[src/rtl/alb_pipe_flags_pkg.sv]
// Shared definitions for the registered ALB: opcode encodings, flag bit positions
// and the packed flag record.
package alb_pipe_flags_pkg;

    localparam logic [2:0] ALB_SUB  = 3'b000;
    localparam logic [2:0] ALB_AND  = 3'b001;
    localparam logic [2:0] ALB_OR   = 3'b010;
    localparam logic [2:0] ALB_ADD  = 3'b011;
    localparam logic [2:0] ALB_XOR  = 3'b100;
    localparam logic [2:0] ALB_SHL  = 3'b101;
    localparam logic [2:0] ALB_SHR  = 3'b110;
    localparam logic [2:0] ALB_RSVD = 3'b111;

    localparam int unsigned FLAG_C = 3;
    localparam int unsigned FLAG_V = 2;
    localparam int unsigned FLAG_N = 1;
    localparam int unsigned FLAG_Z = 0;

    // Field order matches the {C,V,N,Z} layout of the persistent flag register.
    typedef struct packed {
        logic c;
        logic v;
        logic n;
        logic z;
    } alb_flags_t;

endpackage

[src/rtl/alb_pipe_flags_core.sv]
// Combinational ALB datapath: add/sub with carry-in, logic ops, shifts, and the
// C/V/N/Z flags of the result.
module alb_pipe_flags_core
    import alb_pipe_flags_pkg::*;
#(
    parameter int unsigned WIDTH   = 8,
    parameter int unsigned SHAMT_W = 3
) (
    input  logic [WIDTH-1:0] MR,
    input  logic [WIDTH-1:0] MS,
    input  logic             cin,
    input  logic [2:0]       op,
    output logic [WIDTH-1:0] r,
    output logic             c,
    output logic             v,
    output logic             n,
    output logic             z
);

    logic [SHAMT_W-1:0] sh;
    logic [WIDTH:0]     sum_add;
    logic [WIDTH:0]     sum_sub;
    logic [WIDTH:0]     shl_w;
    logic [WIDTH:0]     shr_w;

    assign sh      = MS[SHAMT_W-1:0];
    assign sum_add = {1'b0, MR} + {1'b0, MS} + {{WIDTH{1'b0}}, cin};
    assign sum_sub = {1'b0, MR} + {1'b0, ~MS} + {{WIDTH{1'b0}}, cin};
    // The extra bit catches the last bit shifted out; it stays 0 for a zero shift.
    assign shl_w   = {1'b0, MR} << sh;
    assign shr_w   = {MR, 1'b0} >> sh;

    always_comb begin
        r = '0;
        c = 1'b0;
        v = 1'b0;
        case (op)
            ALB_SUB: begin
                r = sum_sub[WIDTH-1:0];
                c = sum_sub[WIDTH];
                v = (MR[WIDTH-1] != MS[WIDTH-1]) & (sum_sub[WIDTH-1] != MR[WIDTH-1]);
            end
            ALB_AND: r = MR & MS;
            ALB_OR:  r = MR | MS;
            ALB_ADD: begin
                r = sum_add[WIDTH-1:0];
                c = sum_add[WIDTH];
                v = (MR[WIDTH-1] == MS[WIDTH-1]) & (sum_add[WIDTH-1] != MR[WIDTH-1]);
            end
            ALB_XOR: r = MR ^ MS;
            ALB_SHL: begin
                r = shl_w[WIDTH-1:0];
                c = shl_w[WIDTH];
            end
            ALB_SHR: begin
                r = shr_w[WIDTH:1];
                c = shr_w[0];
            end
            ALB_RSVD: begin
                r = '0;
                c = 1'b0;
                v = 1'b0;
            end
            default: begin
                r = '0;
                c = 1'b0;
                v = 1'b0;
            end
        endcase
    end

    assign n = r[WIDTH-1];
    assign z = ~|r;

endmodule

[src/rtl/alb_pipe_flags.sv]
// Registered ALB with valid/ready handshake, one output stage and a persistent
// {C,V,N,Z} flag register whose C can feed the next op's carry-in.
module alb_pipe_flags
    import alb_pipe_flags_pkg::*;
#(
    parameter int unsigned WIDTH   = 8,
    parameter int unsigned SHAMT_W = 3
) (
    input  logic             clk,
    input  logic             rst_n,
    input  logic             in_valid,
    output logic             in_ready,
    input  logic [WIDTH-1:0] MR,
    input  logic [WIDTH-1:0] MS,
    input  logic             CI,
    input  logic             use_cf,
    input  logic [2:0]       ALB_MI,
    output logic             out_valid,
    input  logic             out_ready,
    output logic [WIDTH-1:0] F_ALB,
    output logic             CO,
    output logic             VO,
    output logic             NO,
    output logic             ZO,
    output logic [3:0]       flags_q
);

    logic             cin;
    logic             accept;
    logic [WIDTH-1:0] res_r;
    alb_flags_t       res_flags;
    logic [3:0]       flags_d;

    logic             out_valid_q;
    logic [WIDTH-1:0] f_q;
    alb_flags_t       res_q;

    // flags_q updates at accept, so a chained op sees the previous carry even
    // while that previous result is still stalled in the output stage.
    assign cin = use_cf ? flags_q[FLAG_C] : CI;

    alb_pipe_flags_core #(
        .WIDTH   (WIDTH),
        .SHAMT_W (SHAMT_W)
    ) u_core (
        .MR  (MR),
        .MS  (MS),
        .cin (cin),
        .op  (ALB_MI),
        .r   (res_r),
        .c   (res_flags.c),
        .v   (res_flags.v),
        .n   (res_flags.n),
        .z   (res_flags.z)
    );

    assign in_ready = ~out_valid_q | out_ready;
    assign accept   = in_valid & in_ready;

    always_comb begin
        flags_d         = 4'b0000;
        flags_d[FLAG_C] = res_flags.c;
        flags_d[FLAG_V] = res_flags.v;
        flags_d[FLAG_N] = res_flags.n;
        flags_d[FLAG_Z] = res_flags.z;
    end

    always_ff @(posedge clk) begin
        if (!rst_n) begin
            out_valid_q <= 1'b0;
            f_q         <= '0;
            res_q       <= '{c: 1'b0, v: 1'b0, n: 1'b0, z: 1'b1};
            flags_q     <= 4'b0001;
        end else if (accept) begin
            out_valid_q <= 1'b1;
            f_q         <= res_r;
            res_q       <= res_flags;
            flags_q     <= flags_d;
        end else if (out_ready) begin
            // Drain: result and flags keep their last value.
            out_valid_q <= 1'b0;
        end
    end

    assign out_valid = out_valid_q;
    assign F_ALB     = f_q;
    assign CO        = res_q.c;
    assign VO        = res_q.v;
    assign NO        = res_q.n;
    assign ZO        = res_q.z;

endmodule

[config.mk]
export PLATFORM = sky130hd
export DESIGN_NAME = alb_pipe_flags
export DESIGN_NICKNAME = d
export VERILOG_FILES = /design/src/rtl/alb_pipe_flags_pkg.sv /design/src/rtl/alb_pipe_flags_core.sv /design/src/rtl/alb_pipe_flags.sv
export SDC_FILE = /design/constraint.sdc
export NUM_CORES = 1
export LEC_CHECK = 0
export BUFFER_PORTS_ARGS = -buffer_cell sky130_fd_sc_hd__buf_2
export CAP_MARGIN = 0
export CORE_MARGIN = 3
export CORE_UTILIZATION = 57
export DETAILED_ROUTE_END_ITERATION = 8
export PLACE_DENSITY = 0.86
export SLEW_MARGIN = 20
export SYNTH_ARGS = -nofsm -noshare
export SYNTH_HDL_FRONTEND = slang
export SYNTH_SLANG_ARGS = --single-unit
[constraint.sdc]
create_clock -name clk -period 3.9 [get_ports clk]
set_clock_uncertainty 0.1 [all_clocks]
set_input_delay 0 -clock clk [delete_from_list [all_inputs] [get_ports clk]]
set_output_delay 0 -clock clk [all_outputs]
set_load 0.1 [all_outputs]
==> results of run 1 <==
[through the flow]
stage | cell area, µm² | hold slack (ns) | total power, W | cells
CTS | 2530 | 0.00861 | 0.000655 | 388
global placement | 2450 | 0.166 | 0.000515 | 382
detailed placement | 2450 | 0.176 | 0.000520 | 382
floorplan | 2320 | 0.0389 | 0.000447 | 312
finish | 2530 | 0.0363 | 0.000658 | 388
global route | 2530 | 0.0897 | 0.000693 | 388
[worst paths after layout]
kind | startpoint | end | slack, ns
worst max-delay path | flags_q[3] | flags_q[0] | 0.41
worst min-delay path | out_ready | out_valid | 0.04
worst max register to register | flags_q[3] | flags_q[0] | 0.41
worst min register to register | F_ALB[5] | F_ALB[5] | 0.36
[critical path, delay by kind of cell, from the launching register on]
family / cells / cell delay [ns]
AOI/OAI and AO/OA: 4 / 0.66
adders and majority gates: 2 / 0.89
DFF: 1 / 0.32
muxes: 1 / 0.30
and+or+nand+nor: 4 / 1.14
[kinds of logic (layout without fill, tap and decap cells)]
kind of cell             count (synthesis)  in the layout
multiplexers                            13             13
buffers and inverters                   48             76
adder cells (fa/ha/maj)                 28             28
AO/OA/AOI/OAI                          101            101
flip-flops                              12             12
XOR/XNOR                                 3              3
AND/OR/NAND/NOR                        107            107
[power breakdown]
group,leakage [nW],internal (W),switching (W)
sequential,0.0990,0.000132,0.00000511
combinational,1.06,0.000118,0.000270
clock,0.0288,0.0000890,0.0000433
[what timing repair did]
action,4_1_cts,5_1_grt
gates resized for setup,0,0
hold endpoints to repair,3,0
hold buffers,2,0
endpoints found under the setup margin,0,0
[synthesized netlist by cell type (all sizes together) (3+ instances only)]
cell type,instances
a21o,4
fa,4
a211oi,4
o21ai,15
nand2b,9
o22ai,8
dfxtp,12
and3,4
a221oi,4
a31oi,6
nor3b,3
buf,18
nor2b,7
ha,24
nor2,36
nand2,26
xor2,3
nor3,5
a21oi,21
a211o,3
mux2i,6
inv,24
mux2,6
o211ai,6
clkbuf,5
nand3,6
o221ai,4
a21boi,8
[registers in the layout (all words and copies together) (netlist names)]
name and cells:
out_valid 1, flags_q 4, F_ALB 7
[metal layers]
| layer | up-vias | global-route usage [%] | share of wire (%) |
|---|---|---|---|
| li1 | 1173 | - | - |
| met2 | 122 | 45.2 | 46 |
| met1 | 1109 | 36.8 | 42 |
| met3 | 19 | 2.32 | 8.6 |
| met4 | 0 | 7.87 | 2.9 |
| met5 | - | 0 | 0 |
[cell type report]
type,instances,area (µm²)
fill,339,1270
tap,48,60.1
sequential,12,240
inverter,25,93.8
clock buffer,4,55.1
multi-input combinational,252,1830
timing repair buffer,47,253
==> flow_summary.toml, run 1 <==
[drt]
wl_per_cell_um = 17.3
via_count = 2423
drc = 0
wl_um = 6730
drt_iter0_markers = 201
detail-route-antenna-nets = 0
drt_pass1_iterations = 5
viasPerCell = 6.24

[placement]
hpwlAfterDp_um = 5420
place_ws_ns = 0.439
portBuffers = 42
gp_congestion = 1.00

[pwr]
p_leak_nw = 1.19
vdd_ir_drop_max_v = 0.000137
p_per_area_nw_per_um2 = 260

[logic_synthesis]
synth_top_family_by_area = "compound AO/OA/AOI/OAI gates"
netlist_area_um2 = 2320
ys_seq_elements = 12
async_flop_share_pct = 0
yosys.area.top_type = "ha_1"
syn-num-nets = 365
synthCells = 312
seq_area_frac_synth_pct = 10.3
synth-edff-count = 0
synth_area_per_cell_um2 = 7.45
yosys.cell_types.count = 65
ys.flop_type = "dfxtp_1"
synth_area_leaders = "ha_1 13%, dfxtp_1 10%, nor2_1 5.3%"
synthMuxAreaShare_pct = 6.95
synth_xor_area_share_pct = 1.13
yosys_warnings = 0
synth_fa_ha_area_share_pct = 16.4
synth_compound_area_share_pct = 30.7
netlist.area_leader.share_pct = 12.9
synth_simple_gate_area_share_pct = 23.4

[timing]
period_needed_ns = 3.49
hold_viol = 0
fmax_mhz = 286
finalSetupViolations = 0
rsz0062_at_grt = "false"
setup_tns_ns = 0
tightest_slew_ns = 0.627
setup_ws_ns = 0.405
finalMaxSlewViolations = 0
relSlewSlack_pct = 57.1
finalCritPeriodShare_pct = 89.6

[die]
core_um2 = 3800
die_h_um = 69.8
rows = 22
top_level_ports = 43
die_x_um = 69.8
initial_core_util_pct = 61.2
fp.dieArea_um2 = 4880

[critical_path]
cp_common_cell = "fa_1"
slowest_stage = "or4_1"
path_cells = "mux2_2, fa_1, fa_1, nand2b_4, a21oi_2, nor2_2, o221a_2, o2111ai_1, or4_1, or3_1, o311ai_2"
cp_max_fo = 4
arrival_ns = 3.54
endpoint_kind = "flip-flop"
crit_required_ns = 3.94
r2r.worst_path.cells = 11
worst-setup-path-type = "reg2reg"
cpPeakStageDelay_ns = 0.52
critPathLaunchType = "flip-flop"

[global_route]
grt_pass1_wl_um = 10900
grt_remaining_overflow = 0
antenna_found_initial = 0
grt_start_max_net_pins = 25
first_global_vias = 2252
grt.total_usage_pct = 27.0

[clocking]
path_clk_slew_ns = 0.05
postCtsSetupBuffers = 0
insertion_delay_ns = 0.23
numCtsBuffers = 3
htreeDepth = 1
clk_path_buf_depth = 2
numClockSinks = 12
root_buffer = "clkbuf_8"
cts_tree = "built"

[worst_hold_path]
min-delay-path-class = "in2reg"
holdPathStages = 3

[flow_run]
maxCapViolations = 0

[final_layout]
final_cell_mix = "42 x buf_2, 33 x nor2_1, 26 x nand2_1, 24 x inv_1, 24 x ha_1"
final_core_util_pct = 66.5
drive_above_1_share_pct = 20.9
diodes = 0
nNetsFinal = 394
mostFrequentLayoutCell = "buf_2"
syn2layout_area_growth_pct = 8.78

[outcome]
outcome = "finished, final reports clean"
(Power assumes the default switching activity.)
==> run 2: changes to the inputs <==
--- a/config.mk
+++ b/config.mk
@@ -10,8 +10,9 @@
 export CORE_MARGIN = 3
 export CORE_UTILIZATION = 57
 export DETAILED_ROUTE_END_ITERATION = 8
-export PLACE_DENSITY = 0.86
+export PLACE_DENSITY = 0.85
 export SLEW_MARGIN = 20
 export SYNTH_ARGS = -nofsm -noshare
 export SYNTH_HDL_FRONTEND = slang
+export SYNTH_HIERARCHICAL = 1
 export SYNTH_SLANG_ARGS = --single-unit
==> run 2 against run 1 <==
Compared with the run above:
- clock power decreased by 12%
- highest routed layer unchanged
- critical path type unchanged
- critical path depth increased by 1
- cell count decreased by 2.6%
- synthesized cell count decreased by 1.9%
==> flow_summary.toml, run 2 <==
[critical_path]
r2r-start = "flags_q[3]"
path_cells = "mux2_2, fa_1, fa_1, xnor2_1, a21oi_1, a21oi_1, nor2_1, o32a_1, nor4_1, and4bb_1, nand3_1, o211ai_2"
r2r.worst_path.cells = 12
timing.rr.end = "flags_q[0]"
r2r_setup_slack_ns = 0.73
critPathLaunchType = "flip-flop"
slowest_stage = "fa_1"
endpoint_kind = "flip-flop"
arrival_ns = 3.24
cp_max_fo = 4
worst-setup-path-type = "reg2reg"
crit_required_ns = 3.97
cpPeakStageDelay_ns = 0.45

[drt]
detail-route-antenna-nets = 0
viasPerCell = 6.43
drc = 0
via_count = 2432
drt_pass1_iterations = 5
wl_per_cell_um = 17.0
wl_um = 6420
drt_iter0_markers = 201

[logic_synthesis]
async_flop_share_pct = 0
synth_area_leaders = "ha_1 12%, dfxtp_1 11%, mux2i_1 7.1%"
yosys_warnings = 6
synthTopCellsByCount = "34 x nand2_1, 24 x ha_1, 23 x inv_1"
yosys.area.top_type = "ha_1"
netlist_area_um2 = 2410
syn-num-nets = 359
synth-edff-count = 0
synthCells = 306
seq_area_frac_synth_pct = 10.8
synthMostInstantiatedCell = "nand2_1"
synth_area_per_cell_um2 = 7.88
ys.flop_type = "dfxtp_1"
netlist.area_leader.share_pct = 12.5
yosys.cell_types.count = 71
ys_seq_elements = 13

[worst_hold_path]
hp-start = "rst_n"
holdPathStages = 2
min-delay-path-class = "in2reg"
min_to = "flags_q[0]"

[pwr]
switching_share_pct = 48.6
p_leak_nw = 1.22
p_clk_share_pct = 17.4
p_switching_w = 0.000324
pwr-share-seq_pct = 22.5
p_comb_share_pct = 60.1
p_int_w = 0.000343
vdd_ir_drop_max_v = 0.0000994
p_per_area_nw_per_um2 = 257

[die]
core_um2 = 4030
fp.dieArea_um2 = 5050
die_h_um = 71.0
initial_core_util_pct = 59.8
die_x_um = 71.0
rows = 23
top_level_ports = 43

[clocking]
cts_tree = "built"
clk_path_buf_depth = 2
root_buffer = "clkbuf_8"
cts_resized = 0
insertion_delay_ns = 0.24
numClockSinks = 13
path_clk_slew_ns = 0.05
htreeDepth = 1
numCtsBuffers = 3

[placement]
gp_congestion = 1.00
hpwlAfterDp_um = 4710
portBuffers = 42
place_ws_ns = 0.724

[final_layout]
syn2layout_area_growth_pct = 7.47
seqCellArea_um2 = 260
diodes = 0
multi_input_area_um2 = 1900
mostFrequentLayoutCell = "buf_2"
nNetsFinal = 382
fillers = 351
largest_reg_flops = 8
final_cell_mix = "42 x buf_2, 34 x nand2_1, 24 x ha_1, 23 x inv_1"
drive_above_1_share_pct = 17.7

[timing]
finalMaxSlewViolations = 0
relSlewSlack_pct = 51.6
setup_ws_ns = 0.730
rsz0062_at_grt = "false"
setup_tns_ns = 0
finalCritPeriodShare_pct = 81.3
tightest_slew_ns = 0.716
hold_viol = 0
finalSetupViolations = 0
period_needed_ns = 3.17
fmax_mhz = 315

[global_route]
grt_pass1_wl_um = 10300
grt.total_usage_pct = 25.1
grt_util_met3_pct = 3.98
grt_start_max_net_pins = 28
first_global_vias = 2190
antenna_found_initial = 0
busiest_layer = "met2"
grtUsageMet2_pct = 38.9
grt_remaining_overflow = 0
globalRouteMet1Util_pct = 34.2

[outcome]
outcome = "finished, final reports clean"

[flow_run]
maxCapViolations = 0
[run 2: changes by cell type in the layout (fill, tap and decap cells not counted), moves of 4 or more]
cell / change
xnor2_1: +4
a21boi_0: -8
mux4_2: +5
nand2_1: +8
mux2i_1: +12
o21ai_0: -10
nor2_1: -13
[run 2: cell families (layout without fill, tap and decap cells)]
kind of cell | Yosys count | count (layout) | share of synthesized area, %
simple gates | 97 | 97 | 20.4
compound gates | 85 | 85 | 24.7
buf+inv | 50 | 72 | 10.3
fa+ha+maj | 28 | 28 | 15.8
mux | 28 | 28 | 16.2
flops | 13 | 13 | 10.8
xor+xnor | 5 | 5 | 1.82
[run 2: per-stage QoR]
step                utilization [%]  cells  cell area, µm²  total power [W]  hold slack [ns]
global route                   64.3    378            2590         0.000703           0.0550
finish                         64.3    378            2590         0.000667           0.0409
floorplan                         -    306            2410         0.000473           0.0283
detailed placement             62.7    372            2530         0.000543            0.176
CTS                            64.3    378            2590         0.000663           0.0359
global placement               62.7    372            2530         0.000536            0.161
[run 2: critical path, delay by kind of cell, from the launching register on]
| kind | cells | cell delay [ns] |
|---|---|---|
| adder cells (fa/ha/maj) | 2 | 0.89 |
| AO/OA/AOI/OAI | 4 | 0.73 |
| AND/OR/NAND/NOR | 4 | 0.60 |
| flip-flops | 1 | 0.32 |
| multiplexers | 1 | 0.29 |
| XOR/XNOR | 1 | 0.18 |
[run 2: layout make-up]
cell class | instances | area share [%]
multi-input cells | 243 | 73.4
flip-flops and latches | 13 | 10.0
repair buffers | 44 | 8.88
inverters | 24 | 3.48
well taps | 50 | 2.41
clock buffers | 4 | 1.74
[run 2: how the worst max path moves through the flow]
stage / start / to / slack (ns) / cells after the start
2_1_floorplan: flags_q[3] / flags_q[0] / 0.48 / 12
4_1_cts: flags_q[3] / flags_q[0] / 0.75 / 12
3_5_place_dp: MS[0] / flags_q[0] / 0.72 / 14
6_report: flags_q[3] / flags_q[0] / 0.73 / 12
3_3_place_gp: MS[0] / flags_q[0] / 0.80 / 14
5_1_grt: flags_q[3] / flags_q[0] / 0.57 / 11
[run 2: routing by layer]
layer  vias up  wire length (µm)
met2       138              2920
li1       1148                 -
met4         0               231
met1      1120              2700
met3        26               574
met5         -                 0
[run 2: timing repair]
action | CTS | global route
endpoints found under the hold margin | 2 | 0
buffers inserted | 0 | 0
hold buffers | 2 | 0
[run 2: power by group through the flow]
stage	clock network (W)	logic, W	registers (W)
after floorplan	0	0.000239	0.000234
after global routing	0.000124	0.000428	0.000151
after global placement	0	0.000384	0.000152
after CTS	0.000119	0.000394	0.000150
final	0.000116	0.000401	0.000150
after detailed placement	0	0.000390	0.000153
